--- src/rtl/slot_pool.sv ---
// Free/busy slot allocator: offers one free slot per cycle, found by a circular
// search below a rotating pointer, and accepts releases from a producer.
module slot_pool #(
    parameter  int W  = 32,
    localparam int IW = $clog2(W),
    localparam int CW = $clog2(W + 1)
) (
    input  logic          clk,
    input  logic          arst_n,
    output logic          alloc_vld_o,
    output logic [IW-1:0] alloc_idx_o,
    input  logic          alloc_ack_i,
    input  logic          rel_vld_i,
    input  logic [IW-1:0] rel_idx_i,
    input  logic          clr_i,
    output logic [W-1:0]  busy_o,
    output logic [CW-1:0] cnt_o,
    output logic          full_o,
    output logic          empty_o,
    output logic          rel_err_o
);

    localparam int          WP  = 1 << IW;
    localparam logic [IW:0] W_L = (IW + 1)'(W);

    if (W < 2) begin : g_bad_w
        $error("slot_pool: W must be >= 2");
    end

    // Circular search for a free slot: p-1, p-2, .., 0, W-1, .., p.
    function automatic logic [IW:0] search_free(input logic [W-1:0] busy, input logic [IW-1:0] p);
        logic [IW:0] res;
        logic        found;
        int          j;
        res   = '0;
        found = 1'b0;
        for (int k = 1; k <= W; k++) begin
            j = (int'(p) >= k) ? (int'(p) - k) : (int'(p) - k + W);
            if (!found && !busy[j]) begin
                found = 1'b1;
                res   = {1'b1, IW'(j)};
            end else begin
                res = res;
            end
        end
        return res;
    endfunction

    // One-hot decode of a slot index; indices >= W decode to zero.
    function automatic logic [W-1:0] onehot(input logic [IW-1:0] idx);
        logic [W-1:0] res;
        for (int i = 0; i < W; i++) begin
            res[i] = (idx == IW'(i));
        end
        return res;
    endfunction

    logic [W-1:0]  busy_q, busy_d;
    logic [IW-1:0] ptr_q, ptr_d;
    logic [CW-1:0] cnt_q, cnt_d;
    logic [IW-1:0] cand_q;
    logic          cand_vld_q;
    logic          err_q, err_d;
    logic          full_q, full_d;
    logic          empty_q, empty_d;

    logic [WP-1:0] busy_pad_s;
    logic          ack_ok_s;
    logic          rel_ok_s;
    logic [IW:0]   search_s;

    // Next-state: release clears its bit, ack sets the offered bit; clear wins.
    always_comb begin
        busy_d     = busy_q;
        ptr_d      = ptr_q;
        cnt_d      = cnt_q;
        err_d      = 1'b0;
        busy_pad_s = WP'(busy_q);
        ack_ok_s   = alloc_ack_i && cand_vld_q;
        rel_ok_s   = rel_vld_i && ({1'b0, rel_idx_i} < W_L) && busy_pad_s[rel_idx_i];
        if (clr_i) begin
            busy_d = '0;
            ptr_d  = '0;
            cnt_d  = '0;
        end else begin
            if (rel_vld_i && !rel_ok_s) begin
                err_d = 1'b1;
            end else begin
                err_d = 1'b0;
            end
            if (rel_ok_s) begin
                busy_d = busy_d & ~onehot(rel_idx_i);
            end else begin
                busy_d = busy_d;
            end
            if (ack_ok_s) begin
                busy_d = busy_d | onehot(cand_q);
                ptr_d  = cand_q;
            end else begin
                ptr_d = ptr_q;
            end
            cnt_d = cnt_q + CW'(ack_ok_s) - CW'(rel_ok_s);
        end
        search_s = search_free(busy_d, ptr_d);
        full_d   = (cnt_d == CW'(W));
        empty_d  = (cnt_d == '0);
    end

    // State and registered outputs.
    always_ff @(posedge clk or negedge arst_n) begin
        if (!arst_n) begin
            busy_q     <= '0;
            ptr_q      <= '0;
            cnt_q      <= '0;
            err_q      <= 1'b0;
            cand_q     <= IW'(W - 1);
            cand_vld_q <= 1'b1;
            full_q     <= 1'b0;
            empty_q    <= 1'b1;
        end else begin
            busy_q     <= busy_d;
            ptr_q      <= ptr_d;
            cnt_q      <= cnt_d;
            err_q      <= err_d;
            cand_q     <= search_s[IW-1:0];
            cand_vld_q <= search_s[IW];
            full_q     <= full_d;
            empty_q    <= empty_d;
        end
    end

    assign alloc_vld_o = cand_vld_q;
    assign alloc_idx_o = cand_q;
    assign busy_o      = busy_q;
    assign cnt_o       = cnt_q;
    assign full_o      = full_q;
    assign empty_o     = empty_q;
    assign rel_err_o   = err_q;

endmodule

--- config.mk ---
export PLATFORM = sky130hd
export DESIGN_NAME = slot_pool
export DESIGN_NICKNAME = d
export VERILOG_FILES = /design/src/rtl/slot_pool.sv
export SDC_FILE = /design/constraint.sdc
export NUM_CORES = 1
export LEC_CHECK = 0
export ABC_AREA = 1
export CORE_MARGIN = 2
export CORE_UTILIZATION = 55
export DETAILED_ROUTE_END_ITERATION = 10
export GPL_TIMING_DRIVEN = 0
export MAX_ROUTING_LAYER = met4
export PLACE_DENSITY = 0.79
export SKIP_LAST_GASP = 1
export SLEW_MARGIN = 20
export SYNTH_ARGS = -nofsm -noshare
export SYNTH_HDL_FRONTEND = slang
export SYNTH_SLANG_ARGS = --single-unit
--- constraint.sdc ---
create_clock -name clk -period 5 [get_ports clk]
set_input_delay 1 -clock clk [delete_from_list [all_inputs] [get_ports clk]]
set_output_delay 1 -clock clk [all_outputs]
set_load 0.02 [all_outputs]
; Yosys cells after proc, flatten, opt, wreduce, memory -nomap -nowiden
; Cells that the tools add are included.
[classes]
bitwise_logic = 3
add_sub_neg = 66
n_eq_ne = 63
magnitude_cmp = 64
n_reduce_logical = 99
mux = 201
[op_table]
columns = operator, n
row1 = $mux W32, 35
row2 = $lt A32 B7 Y1 const B, 31
row3 = $add A6 B7 Y8 const B, 31
row4 = $mux W6, 33
row5 = $bmux W1 S5, 33
row6 = $eq A5 B5 Y1 const B, 32
row7 = $mux W1, 98
row8 = $sub A5 B5 Y6 const B, 16
row9 = $eq A5 B4 Y1 const B, 16
row10 = $ge A5 B5 Y1 const B, 16
row11 = $logic_not A1 Y1, 62
row12 = $sub A5 B4 Y6 const B, 8
row13 = $eq A5 B3 Y1 const B, 8
row14 = $ge A5 B4 Y1 const B, 8
row15 = $logic_and A1 B1 Y1, 34
row16 = $and A32 B32 Y32, 1
row17 = $not A32 Y32, 1
row18 = $or A32 B32 Y32, 1
row19 = $sub A5 B3 Y6 const B, 4
row20 = $eq A5 B2 Y1 const B, 4
row21 = $ge A5 B3 Y1 const B, 4
row22 = $sub A5 B2 Y6 const B, 2
row23 = $eq A5 B1 Y1 const B, 2
row24 = $ge A5 B2 Y1 const B, 2
row25 = other kinds (12), 14
[word_totals]
word_cells = 504
inputBits = 10
regBits = 52
out_inout_bits = 47

; Longest topological paths before layout
[depth]
depth_word = 104
ltp_mapped = 45
mapped_depth_nobuf = 43

; Worst setup path before layout
; No wires, ideal clock.
[synth_timing]
path_kind = input to register
from = in clr_i
to = reg cand_q[2] (netlist: alloc_idx_o[2])
n_path_buf = 5
required_time_ns = 4.936
setup_time_ns = 0.064
arrival_time_ns = 6.058
path_slack_ns = -1.123
cell_stages = 39
path_cell_list = buf_2 clkinv_1 o211ai_1 inv_1 clkbuf_1 buf_1 clkbuf_1 ha_1 inv_1 nand2_1 inv_1 or2_2 buf_2 inv_1 nand2_1 o21a_1 nand3_1 nand2_1 (+3 left out) nand4_2 nor2_4 nand4_2 nor2_2 nand4_2 nor2_2 nand4_1 nor2_1 nand4_2 nor2_4 nand4_2 nor2_2 nand2_2 nor2_4 nand2_2 nor2_2 nand3_1 nand3_1
[synth_between]
elab_chain_len = 100
[synth_lines]
columns = item, line
row1 = start: declaration, 15  ; input logic clr_i,
row2 = $mux W5 *, 81  ; if (clr_i) begin
row3 = named net ptr_d[1], 59  ; logic [IW-1:0] ptr_q, ptr_d;
row4 = $sub A5 B2 Y6, 38  ; j = (int'(p) >= k) ? (int'(p) - k) : (int'(p) - k + W);
row5 = $add A6 B7 Y8, 38
row6 = $mux W32, 38
row7 = $bmux W1 S5, 39  ; if (!found && !busy[j]) begin
row8 = $mux W1 (not written as such) (2 in series), 39
row9 = $logic_not A1 Y1, 39
row10 = (+85 left out), -
row11 = $mux W1, 39
row12 = $logic_not A1 Y1, 39
row13 = $logic_and A1 B1 Y1, 39
row14 = $mux W1, 39
row15 = $logic_not A1 Y1, 39
row16 = $logic_and A1 B1 Y1, 39
row17 = $mux W6 *, 39
row18 = named net search_s[2], 70  ; logic [IW:0] search_s;
row19 = end signal: assignment, 116  ; cand_q <= IW'(W - 1);
row20 = end signal: assignment, 125  ; cand_q <= search_s[IW-1:0];
row21 = end: declaration, 61  ; logic [IW-1:0] cand_q;
; Mark *: on every way through the listed nets, which the timed path passes. The rest lies on a longest branch. The select of a mux whose other input is x is not followed.

; Final worst setup path
[layout_timing]
from = reg cand_q[4] (netlist: alloc_idx_o[4])
to = reg cand_q[0] (netlist: alloc_idx_o[0])
[layout_between]
elab_chain_len = 101
[layout_lines]
columns = item, line
row1 = $mux W5, 96  ; if (ack_ok_s) begin
row2 = $mux W5, 81
row3 = $sub A5 B2 Y6, 38
row4 = $add A6 B7 Y8, 38
row5 = $mux W32, 38
row6 = $bmux W1 S5, 39
row7 = $mux W1 (not written as such) (2 in series), 39
row8 = $logic_not A1 Y1, 39
row9 = (+85 left out), -
row10 = $mux W1, 39
row11 = $logic_not A1 Y1, 39
row12 = $logic_and A1 B1 Y1, 39
row13 = $mux W1, 39
row14 = $logic_not A1 Y1, 39
row15 = $logic_and A1 B1 Y1, 39
row16 = $mux W6 *, 39
row17 = named net search_s[0], 70
; Marked as above.

==> impl_results.md <==
* Status: finished with violations
* Failing checks: negative setup slack
* Detailed Route Iter0 Violations at 1942
* Type of the worst setup path: reg -> reg
* Final HPWL DP at around 24000 µm
* Synth Area in Adders at roughly 3.2%
* Die Height at ~120 µm
* Crit Path Max Fanout at 9
* Total global-route track usage at 46.25%
* #FFs+latches synth at 52
* Largest family of logic cells by synthesized area: simple AND/OR/NAND/NOR gates
* Nets@finish at about 1500
* FP Rows at between 40 and 50
* Clock tree from TritonCTS: done
* Top cells by count, synth: nand2_1 (365), nand3_1 (317), nor2_1 (148), inv_1 (140), nand4_1 (72)
* Vias in the first global route at approximately 9500
* Post-Synth Simple-Gate Area at 60.32%
* Final core utilization at 79.54%
* Setup TNS at -2.929 ns
* GPL Wtd Cong at around 1.1
* EDFF count, synth at 0
* Crit path DAT at around 5.8 ns
* Relative slew margins at between 20% and 30%
* Pins Over Slew Limit at 0
* Post-Syn Area at between 7000 and 8000 µm²
* DRC Markers at 0
* Final WS setup at -0.5365 ns
* XOR/XNOR Fraction of Synth Area at between 2 and 2.5%
* WL per Instance at between 20 and 25 µm
* # setup viols final at 6
* Hold WS at ~0.59 ns
* Ys flop type: dfrtp_1
* # diodes at 0
* Synth async-reset ratio at 100.0%
* Die ar. at approximately 15000 µm²
* Clock Sinks at 52
* Post-route ant nets at 0
* Top achievable clock speed at ~0.18 GHz
* RSZ-0062 raised after global routing: yes
* Share of the synthesized area in the top cell type at a little over a fifth
* WL final at around 35000 µm
* Post-route clock period utilization at 110.7%
* PortBufs at 52
* Hold bufs inserted after CTS at 0
* CTS Buffer Depth at 2
* Clk root buf: clkbuf_16
* Synth warn at 0
* Post-Syn Nets at 1369
* Setup slack at placement at -2.486 ns
* Max Clock Skew at approximately 0.0074 ns
* Htree depth at 2
* I/O Pins at 57
* Synth area leader: nand3_1
* TritonRoute pass-1 iters at 8
* Peak supply drop at about 0.41 mV
* Most common cell in the netlist: nand2_1
* Clock Latency Late Sink at between 0.3 and 0.4 ns
* Initial antenna violation count at 0
* Global route overflow at 0
* WP data required at 5.25 ns
* Via density at approximately 6.5
* Pwr Density at 463.0 nW/µm²
* Via count at around 11000
* CP Capture Type: flip-flop
* Final hold violations at 0
* Netlist cell types at 49
* Class of the worst hold path: reg -> reg
* Global-route wire length before repair at between 50000 and 60000 µm
* Pleak at 5.197 nW
* Placed cell area at between 8000 and 9000 µm²
* DIE WIDTH at between 100 and 150 µm
* Num CTS Buffers at 5
* Synth Area in Compound Gates at under 10%
* Starting Density at between 50% and 60%
* Synth top area cells: nand3_1 (21%), nand2_1 (18%), dfrtp_1 (15%)
* Cells after Synth at between 1000 and 1500
* Sequential cell area fraction in the yosys report at about 17%
* Worst-margin pin slew at about 1.1 ns
* Largest net degree at the start of global routing at 34
* Post-synthesis mux area share at 0%
* Core Box Area at roughly 13000 µm²
* Area growth syn-to-layout at 40.34%
* Final Cell Area at 10620 µm²
* Tmin final at ~5.5 ns
* Worst setup SP type: flip-flop
* Clk pin slew, worst setup/hold paths at 0.08 ns
* Max-Cap Viols at 0
* Syn Area/Cell at 5.645 µm²
* Layout cells sized above 1 at roughly 28%
## flip-flops by register name, indices dropped and copies added, names as in the netlist
| register | flops |
|---|---|
| busy_o | 32 |
| cnt_o | 6 |
| alloc_idx_o | 5 |
| ptr_q | 5 |
| alloc_vld_o | 1 |
| empty_o | 1 |
| full_o | 1 |
| rel_err_o | 1 |
## cells by family (layout without fill, tap and decap cells)
family | Yosys count | in the layout
AND/OR/NAND/NOR | 972 | 972
buffers and inverters | 207 | 362
AO/OA/AOI/OAI | 70 | 70
flip-flops | 52 | 52
XOR/XNOR | 20 | 20
adder cells (fa/ha/maj) | 19 | 19
## placed cells by master (no fill, tap or decap), drive strengths merged
cell           count
o211ai             2
and2               2
fa                 1
a21o               1
o21bai             1
clkinvlp           4
clkinv             5
nand3b             4
o2111ai            3
nor3              22
nand4             82
nand2            375
nand3            322
nor2             163
xor2              17
o21a              18
o21ai             19
buf              131
clkbuf            29
a21oi             18
or2                1
or3b               1
dfrtp             45
clkdlybuf4s50     47
dfstp              7
a2111oi            1
xnor2              3
inv              146
a21boi             1
ha                18
a31oi              5
a31o               1
## critical path: stages (launching register included)
cell,delay [ns]
dfstp_2,0.54
clkbuf_1,0.38
nor2_1,0.16
nor3_4,0.54
clkinv_1,0.48
xor2_1,0.71
nand3_1,0.23
nand2_2,0.14
inv_1,0.10
nor2_4,0.14
nand4_4,0.10
nor2_4,0.14
nand4_4,0.11
nor2_4,0.13
nand4_1,0.11
nor2_2,0.16
nand4_2,0.13
nor2_4,0.16
nand4_4,0.11
nor2_4,0.14
nand2_2,0.09
nor2_4,0.17
nand2_4,0.09
inv_4,0.08
nand2_1,0.06
nand2_1,0.08
nand2_1,0.06
nand2_1,0.10
## metal layers
layer / share of wire [%] / wire length, µm / up-vias / global-route usage, %
met4: 4.5 / 1563 / 0 / 16.09
met2: 41 / 14010 / 931 / 64.40
li1: - / - / 4786 / -
met1: 39 / 13500 / 4929 / 61.87
met5: 0 / 0 / - / -
met3: 16 / 5442 / 213 / 16.73
## path summary, 6_finish.rpt
kind / endpoint / cells past startpoint / startpoint / slack, ns
hold reg to reg: busy_o[27]$_DFF_PN0_ / 2 / busy_o[27]$_DFF_PN0_ / 0.59
hold / removal: busy_o[27]$_DFF_PN0_ / 2 / busy_o[27]$_DFF_PN0_ / 0.59
max in group asynchronous: busy_o[12]$_DFF_PN0_ / 2 / arst_n / 3.81
setup / recovery: alloc_idx_o[0]$_DFF_PN1_ / 27 / alloc_idx_o[4]$_DFF_PN1_ / -0.54
min in group asynchronous: cnt_o[0]$_DFF_PN0_ / 1 / arst_n / 0.64
setup reg to reg: alloc_idx_o[0]$_DFF_PN1_ / 27 / alloc_idx_o[4]$_DFF_PN1_ / -0.54
## power breakdown
part	switching [W]	leakage, nW	total (W)	internal [W]
clock	0.000180	0.0708	0.000369	0.000190
sequential	0.0000671	0.688	0.000578	0.000511
combinational	0.00268	4.44	0.00397	0.00129
## layout make-up
cell class                 count  area (µm²)
buffer                        52       437.9
clock buffer                   5       125.1
clock inverter                 3       25.02
fill                         987        2731
inverter                     152       621.8
multi-input combinational   1081        6565
sequential                    52        1310
tap                          176       220.2
timing repair buffer         150        1311
## stage by stage
stage                     power, W  instances
after floorplan           0.002686       1340
after global placement    0.003558       1568
after detailed placement  0.003596       1569
after CTS                 0.004396       1643
after global routing      0.005141       1671
final                     0.004916       1671
## repair_timing
| action | 4_1_cts | 5_1_grt |
|---|---|---|
| setup endpoints to repair | 6 | 6 |
| gates cloned | 3 | 2 |
| buffers inserted | 65 | 27 |
| pin swaps | 59 | 26 |
| gates resized for setup | 193 | 116 |
No activity file was read; power rests on OpenSTA's default activity.
